## src/rtl/display_scanner_if.sv

```systemverilog
// rtl/display_scanner_if.sv - write port, display controls and scan outputs of display_scanner
// Ports (master = host/bench side, slave = display_scanner side):
//   wr_en, wr_addr, wr_data   digit register write strobe, index and 4-bit code
//   blank_mask, lz_suppress   per-digit forced blanking and leading-zero suppression enable
//   digit, an, scan_idx       current slot code, active-low anodes, current slot index
//   frame_done                one-cycle pulse on the last SHOW cycle of the last slot
interface display_scanner_if #(
    parameter int NDIGITS = 4
);
    localparam int AW = $clog2(NDIGITS);

    logic               wr_en;
    logic [AW-1:0]      wr_addr;
    logic [3:0]         wr_data;
    logic [NDIGITS-1:0] blank_mask;
    logic               lz_suppress;
    logic [3:0]         digit;
    logic [NDIGITS-1:0] an;
    logic [AW-1:0]      scan_idx;
    logic               frame_done;

    modport master (
        output wr_en, wr_addr, wr_data, blank_mask, lz_suppress,
        input  digit, an, scan_idx, frame_done
    );

    modport slave (
        input  wr_en, wr_addr, wr_data, blank_mask, lz_suppress,
        output digit, an, scan_idx, frame_done
    );
endinterface

```

## src/rtl/display_scanner.sv

```systemverilog
// rtl/display_scanner.sv - time-multiplexed scan controller for a common-anode seven-segment display
// Ports:
//   clock  system clock, rising edge
//   reset  asynchronous active-high reset
//   bus    display_scanner_if.slave: digit write port, blanking controls, registered scan outputs
module display_scanner #(
    parameter int NDIGITS  = 4,
    parameter int PRESCALE = 50000,
    parameter int BLANK    = 2
) (
    input  logic              clock,
    input  logic              reset,
    display_scanner_if.slave  bus
);
    localparam int AW = $clog2(NDIGITS);
    localparam int CW = $clog2(PRESCALE);

    localparam logic [CW-1:0] BLANK_LAST = CW'(BLANK - 1);
    localparam logic [CW-1:0] SHOW_LAST  = CW'(PRESCALE - BLANK - 1);
    localparam logic [AW-1:0] LAST_IDX   = AW'(NDIGITS - 1);
    localparam logic [AW:0]   NDIG_W     = (AW + 1)'(NDIGITS);

    typedef enum logic {
        ST_BLANK,
        ST_SHOW
    } state_t;

    state_t             state, state_n;
    logic [CW-1:0]      cnt, cnt_n;
    logic [AW-1:0]      idx, idx_n;
    logic [3:0]         regs [NDIGITS];

    logic [NDIGITS-1:0] suppress;
    logic               all_zero;
    logic [NDIGITS-1:0] an_n;
    logic [3:0]         digit_n;
    logic               done_n;

    // Digit registers
    always_ff @(posedge clock or posedge reset) begin
        if (reset) begin
            for (int i = 0; i < NDIGITS; i++) begin
                regs[i] <= 4'd0;
            end
        end else if (bus.wr_en && ({1'b0, bus.wr_addr} < NDIG_W)) begin
            regs[bus.wr_addr] <= bus.wr_data;
        end
    end

    // A digit is a leading zero when it and every more significant digit are zero.
    // Walking from the top down accumulates that condition; digit 0 is never included.
    always_comb begin
        suppress = bus.blank_mask;
        all_zero = 1'b1;
        for (int i = NDIGITS - 1; i >= 1; i--) begin
            all_zero = all_zero & (regs[i] == 4'd0);
            if (bus.lz_suppress && all_zero) begin
                suppress[i] = 1'b1;
            end
        end
    end

    // State register and registered outputs
    always_ff @(posedge clock or posedge reset) begin
        if (reset) begin
            state          <= ST_BLANK;
            cnt            <= '0;
            idx            <= '0;
            bus.an         <= '1;
            bus.digit      <= 4'd0;
            bus.frame_done <= 1'b0;
        end else begin
            state          <= state_n;
            cnt            <= cnt_n;
            idx            <= idx_n;
            bus.an         <= an_n;
            bus.digit      <= digit_n;
            bus.frame_done <= done_n;
        end
    end

    assign bus.scan_idx = idx;

    // Next state, plus output values aligned to the next state so the output
    // flops line up with the slot they describe.
    always_comb begin
        state_n = state;
        cnt_n   = cnt + CW'(1);
        idx_n   = idx;
        case (state)
            ST_BLANK: begin
                if (cnt == BLANK_LAST) begin
                    state_n = ST_SHOW;
                    cnt_n   = '0;
                end
            end
            ST_SHOW: begin
                if (cnt == SHOW_LAST) begin
                    state_n = ST_BLANK;
                    cnt_n   = '0;
                    idx_n   = (idx == LAST_IDX) ? '0 : idx + AW'(1);
                end
            end
            default: begin
                state_n = ST_BLANK;
                cnt_n   = '0;
            end
        endcase

        an_n = '1;
        if (state_n == ST_SHOW && !suppress[idx_n]) begin
            an_n[idx_n] = 1'b0;
        end
        digit_n = regs[idx_n];
        done_n  = (state_n == ST_SHOW) && (cnt_n == SHOW_LAST) && (idx_n == LAST_IDX);
    end
endmodule

```

## src/flat_wrapper.sv

```systemverilog
// flat-port wrapper written by rule: the top's interface ports become plain ports
module display_scanner_flat 
#(
    parameter int NDIGITS  = 4,
    parameter int PRESCALE = 50000,
    parameter int BLANK    = 2
)
  (clock, reset, bus_wr_en, bus_wr_addr, bus_wr_data, bus_blank_mask, bus_lz_suppress, bus_digit, bus_an, bus_scan_idx, bus_frame_done);
  display_scanner_if #(.NDIGITS(NDIGITS)) bus_i ();
  input  logic clock;
  input  logic reset;
  input wire logic [$bits(bus_i.wr_en)-1:0] bus_wr_en;
  input wire logic [$bits(bus_i.wr_addr)-1:0] bus_wr_addr;
  input wire logic [$bits(bus_i.wr_data)-1:0] bus_wr_data;
  input wire logic [$bits(bus_i.blank_mask)-1:0] bus_blank_mask;
  input wire logic [$bits(bus_i.lz_suppress)-1:0] bus_lz_suppress;
  output wire logic [$bits(bus_i.digit)-1:0] bus_digit;
  output wire logic [$bits(bus_i.an)-1:0] bus_an;
  output wire logic [$bits(bus_i.scan_idx)-1:0] bus_scan_idx;
  output wire logic [$bits(bus_i.frame_done)-1:0] bus_frame_done;
  assign bus_i.wr_en = bus_wr_en;
  assign bus_i.wr_addr = bus_wr_addr;
  assign bus_i.wr_data = bus_wr_data;
  assign bus_i.blank_mask = bus_blank_mask;
  assign bus_i.lz_suppress = bus_lz_suppress;
  assign bus_digit = bus_i.digit;
  assign bus_an = bus_i.an;
  assign bus_scan_idx = bus_i.scan_idx;
  assign bus_frame_done = bus_i.frame_done;
  display_scanner #(.NDIGITS(NDIGITS), .PRESCALE(PRESCALE), .BLANK(BLANK)) u_core (.clock(clock), .reset(reset), .bus(bus_i));
endmodule
```

## config.mk

```make
export PLATFORM = sky130hd
export DESIGN_NAME = display_scanner_flat
export DESIGN_NICKNAME = d
export VERILOG_FILES = /design/src/rtl/display_scanner_if.sv /design/src/rtl/display_scanner.sv /design/src/flat_wrapper.sv
export SDC_FILE = /design/constraint.sdc
export NUM_CORES = 1
export LEC_CHECK = 0
export ABC_AREA = 0
export CELL_PAD_IN_SITES_DETAIL_PLACEMENT = 1
export CELL_PAD_IN_SITES_GLOBAL_PLACEMENT = 2
export CORE_ASPECT_RATIO = 0.7
export CORE_UTILIZATION = 40
export CTS_CLUSTER_DIAMETER = 100
export DETAILED_ROUTE_END_ITERATION = 6
export GPL_TIMING_DRIVEN = 0
export PLACE_DENSITY_LB_ADDON = 0.1
export SLEW_MARGIN = 0
export SYNTH_ARGS = -nofsm -noshare
export SYNTH_HDL_FRONTEND = slang
export SYNTH_SLANG_ARGS = --single-unit
```

## constraint.sdc

```tcl
create_clock -name clock -period 7.1 [get_ports clock]
set_clock_uncertainty 0.15 [all_clocks]
set_input_delay 1.42 -clock clock [delete_from_list [all_inputs] [get_ports clock]]
set_output_delay 1.42 -clock clock [all_outputs]
set_load 0.005 [all_outputs]
```

==> results.md <==
* Outcome: finished clean
* Power density over cell area at 195.0 mW/mm^2
* Num CTS Buffers at 5
* Hold Path Class: flop to flop
* Final core utilization at 51.86%
* Total power draw at 0.0005512 W
* Crit. End Element: flop
* Mapped cell area at roughly 0.0024 mm^2
* CTS H-tree depth at 2
* Post-CTS Setup Inserts at 0
* Die area at 0.006215 mm^2
* Core ar. at 0.005450 mm^2
* DRT Wirelength at 5614 um
* Initial core utilization at 43.30%
* Seq cells post-synth at 44
* Gpl congestion at 0.7863
* Logic pwr share at approximately 12%
* Post-synth cell types at 45
* Slowest stage delay, CP at 0.70 ns
* Synth top area share at between 40% and 50%
* Ant diodes at 0
* RR Endpoint: u_core.bus.digit[2]$_DFF_PP0_
* Critical path's top delay family: simple AND/OR/NAND/NOR gates
* FF-to-FF Start: u_core.cnt[0]$_DFF_PP0_
* Crit path DAT at 3.32 ns
* Worst setup path endpoint: u_core.bus.digit[2]$_DFF_PP0_
* Worst slew margin at 50.45%
* Final nets at between 200 and 300
* Most common cell in the netlist: dfrtp_1
* Share of cells above drive strength 1 at 18.18%
* Post-Synth Simple-Gate Area at 19.83%
* Worst Setup Start Kind: flop
* Filler instances at 611
* Hold Buf Count CTS at 0
* Final Max Slew Viols at 0
* Multi-input gate area at 0.001172 mm^2
* Internal power at 0.0004179 W
* Combinational family with the most area after synthesis: simple AND/OR/NAND/NOR gates
* Total number of yosys warnings at 0
* Clock Path Buffers at 2
* Clock tree from TritonCTS: yes
* Crit path required time at 7.12 ns
* Clk root buf: clkbuf_8
* P&R area growth vs syn at 19.78%
* MaxCap Viol Count at 0
* Core Rows at 22
* Synth top cells by count: dfrtp_1 (40), mux2_2 (17), nor2_1 (17), nand2_1 (15)
* CP Max Fanout at 9
* Critical path class: flop to flop
* Post-synth EDFFs at 0
* Die width at 93.80 um
* Net Count, Synth at 237
* CP most frequent cell: mux2i_1
* Clock sinks at between 40 and 50
* Syn_area_per_cell at 10.73 um^2
* Placed cell area at roughly 0.0027 mm^2
* Start point of the critical path: u_core.cnt[0]$_DFF_PP0_
* Initial DRC Count at 89
* Vias in the first global route at 1834
* Antenna violations before repair at 0
* Largest net degree at the start of global routing at 31
* Switching part of the total at between 20% and 30%
* GRT Resource Usage Total at between 20% and 30%
* DR WL/cell at 17.27 um
* Via density at around 5.6
* R2R depth at 6
* Maximum clock frequency at 303.8 MHz
* I/O Pins at 25
* Crit path cell chain: ha_1, or4b_1, nor4_4, mux2i_1, mux2i_1, o22ai_1
* Top cells by area, synth: dfrtp_1 (42%), mux2_2 (8.1%), dfstp_2 (4.5%), mux2i_1 (3.8%), xnor2_1 (3.7%)
* Setup repair after global routing missed its margin: no
* WP buf/inv at 0
* Clk slew on worst S/H paths at 0.09 ns
* Clk Latency, worst-skew pair at 0.30 ns
* First-pass GRT wire length at around 9500 um
* CTS resizes at 0
* Register area share after synthesis at 46.87%
* Critical path depth in cells at 6
* Minimum clock period at 3.291 ns
* Final Setup Violations at 0
* Post-detail-place hpwl at 4236 um
* Synth area leader: dfrtp_1
* Peak supply drop at 0.1130 mV
* Worst-Margin Slew at about 0.72 ns
* Final critical-path share of the clock period at 46.35%
* Final instance area at 0.002826 mm^2
* Synth Area in XOR/XNOR at 5.567%
* Gr ovfl total at 0
* Post-Syn Instances at 220
* Die height at 66.26 um
* Routed Antenna Nets at 0
* Post-route DRC at 0
* Mux cell area share after synthesis at 11.93%
* Top FF cell, synth: dfrtp_1
* Async SR Flop Fraction at 100.0%
* LEAKAGE at 1.169 nW
* Share of total power in sequential cells at 52.7%
* Vias at 1834
* Switch Pwr at 0.0001333 W
* Clk network pwr share at 35.7%
* Adder-Cell Fraction of Synth Area at about 1.6%
* Reg area at 0.001106 mm^2
* Flop2flop setup slack at 3.81 ns
* Hold Fails Final Rpt at 0
* Setup_tns at 0 ns
* Buffers on Ports at 24
* Synth Area in Compound Gates at a little over a tenth
* Worst path slowest cell: mux2i_1
* Router iterations before antenna repair at 4
[cells in the final DEF, fill, tap and decap left out, types with 3 or more instances in the layout]
master and instances:
a211oi_1 5, a21oi_1 3, a22o_1 4, buf_2 5
buf_4 4, clkbuf_8 5, clkdlybuf4s50_1 24, dfrtp_1 40
dfstp_2 4, ha_1 3, inv_1 4, mux2_2 17
mux2i_1 9, nand2_1 15, nand3_1 10, nand3b_1 3
nand4_1 7, nor2_1 17, nor3_1 4, nor4_1 5
o21a_1 6, o22ai_1 5, or4_1 7, xnor2_1 10
xor2_1 5
[layer usage]
| metal | share of wire, % | GRT usage (%) |
|---|---|---|
| met1 | 54 | 32.56 |
| met2 | 40 | 28.10 |
| met3 | 5.6 | 4.138 |
| met4 | 0.64 | 4.615 |
| met5 | 0 | 0 |
[worst reg2reg max path, delay by kind of cell, from the launching register on]
family	cells	cell delay [ns]
and+or+nand+nor	2	1.19
AOI/OAI and AO/OA	1	0.13
adders and majority gates	1	0.17
muxes	2	1.06
DFF	1	0.46
[layout make-up]
class	count	area share, %
multi-input cells	160	41.48
repair buffers	25	9.208
well taps	72	3.187
clock inverters	3	1.682
inverters	5	0.6640
plain buffers	11	2.213
clock buffers	5	2.435
flip-flops and latches	44	39.13
[power groups by stage]
stage,clock [W],combinational [W],sequential [W]
4_1_cts,0.000205,0.0000653,0.000290
2_1_floorplan,0,0.0000366,0.000289
3_3_place_gp,0,0.0000627,0.000294
5_1_grt,0.000214,0.0000708,0.000295
6_report,0.000197,0.0000639,0.000291
3_5_place_dp,0,0.0000648,0.000295
[registers in the layout, summed over array words and instances (netlist names)]
signal and count:
u_core.bus.an 4, u_core.bus.digit 4, u_core.bus.frame_done 1, u_core.bus.scan_idx 2, u_core.cnt 16, u_core.regs 16, u_core.state 1
[worst min-delay path by stage]
stage	slack [ns]	cells past startpoint	start	endpoint
floorplan	0.33	1	u_core.cnt[10]$_DFF_PP0_	u_core.cnt[10]$_DFF_PP0_
finish	0.37	1	u_core.regs[13]$_DFFE_PP0P_	u_core.regs[13]$_DFFE_PP0P_
global route	0.40	1	u_core.regs[12]$_DFFE_PP0P_	u_core.regs[12]$_DFFE_PP0P_
detailed placement	0.35	1	u_core.regs[13]$_DFFE_PP0P_	u_core.regs[13]$_DFFE_PP0P_
global placement	0.34	1	u_core.regs[12]$_DFFE_PP0P_	u_core.regs[12]$_DFFE_PP0P_
CTS	0.37	1	u_core.regs[13]$_DFFE_PP0P_	u_core.regs[13]$_DFFE_PP0P_
[through the flow]
step,std cells,setup slack [ns],hold WS [ns]
finish,325,3.809,0.3657
global route,325,3.484,0.3991
CTS,325,3.762,0.3714
detailed placement,317,3.795,0.3544
global placement,316,3.522,0.3408
floorplan,220,4.350,0.3257
[kinds of logic after synthesis]
kind of cell             count (synthesis)
AND/OR/NAND/NOR                         82
AO/OA/AOI/OAI                           34
multiplexers                            26
adder cells (fa/ha/maj)                  3
XOR/XNOR                                15
flip-flops                              44
buffers and inverters                   16
Note: power is estimated with default switching activity, not from simulation.
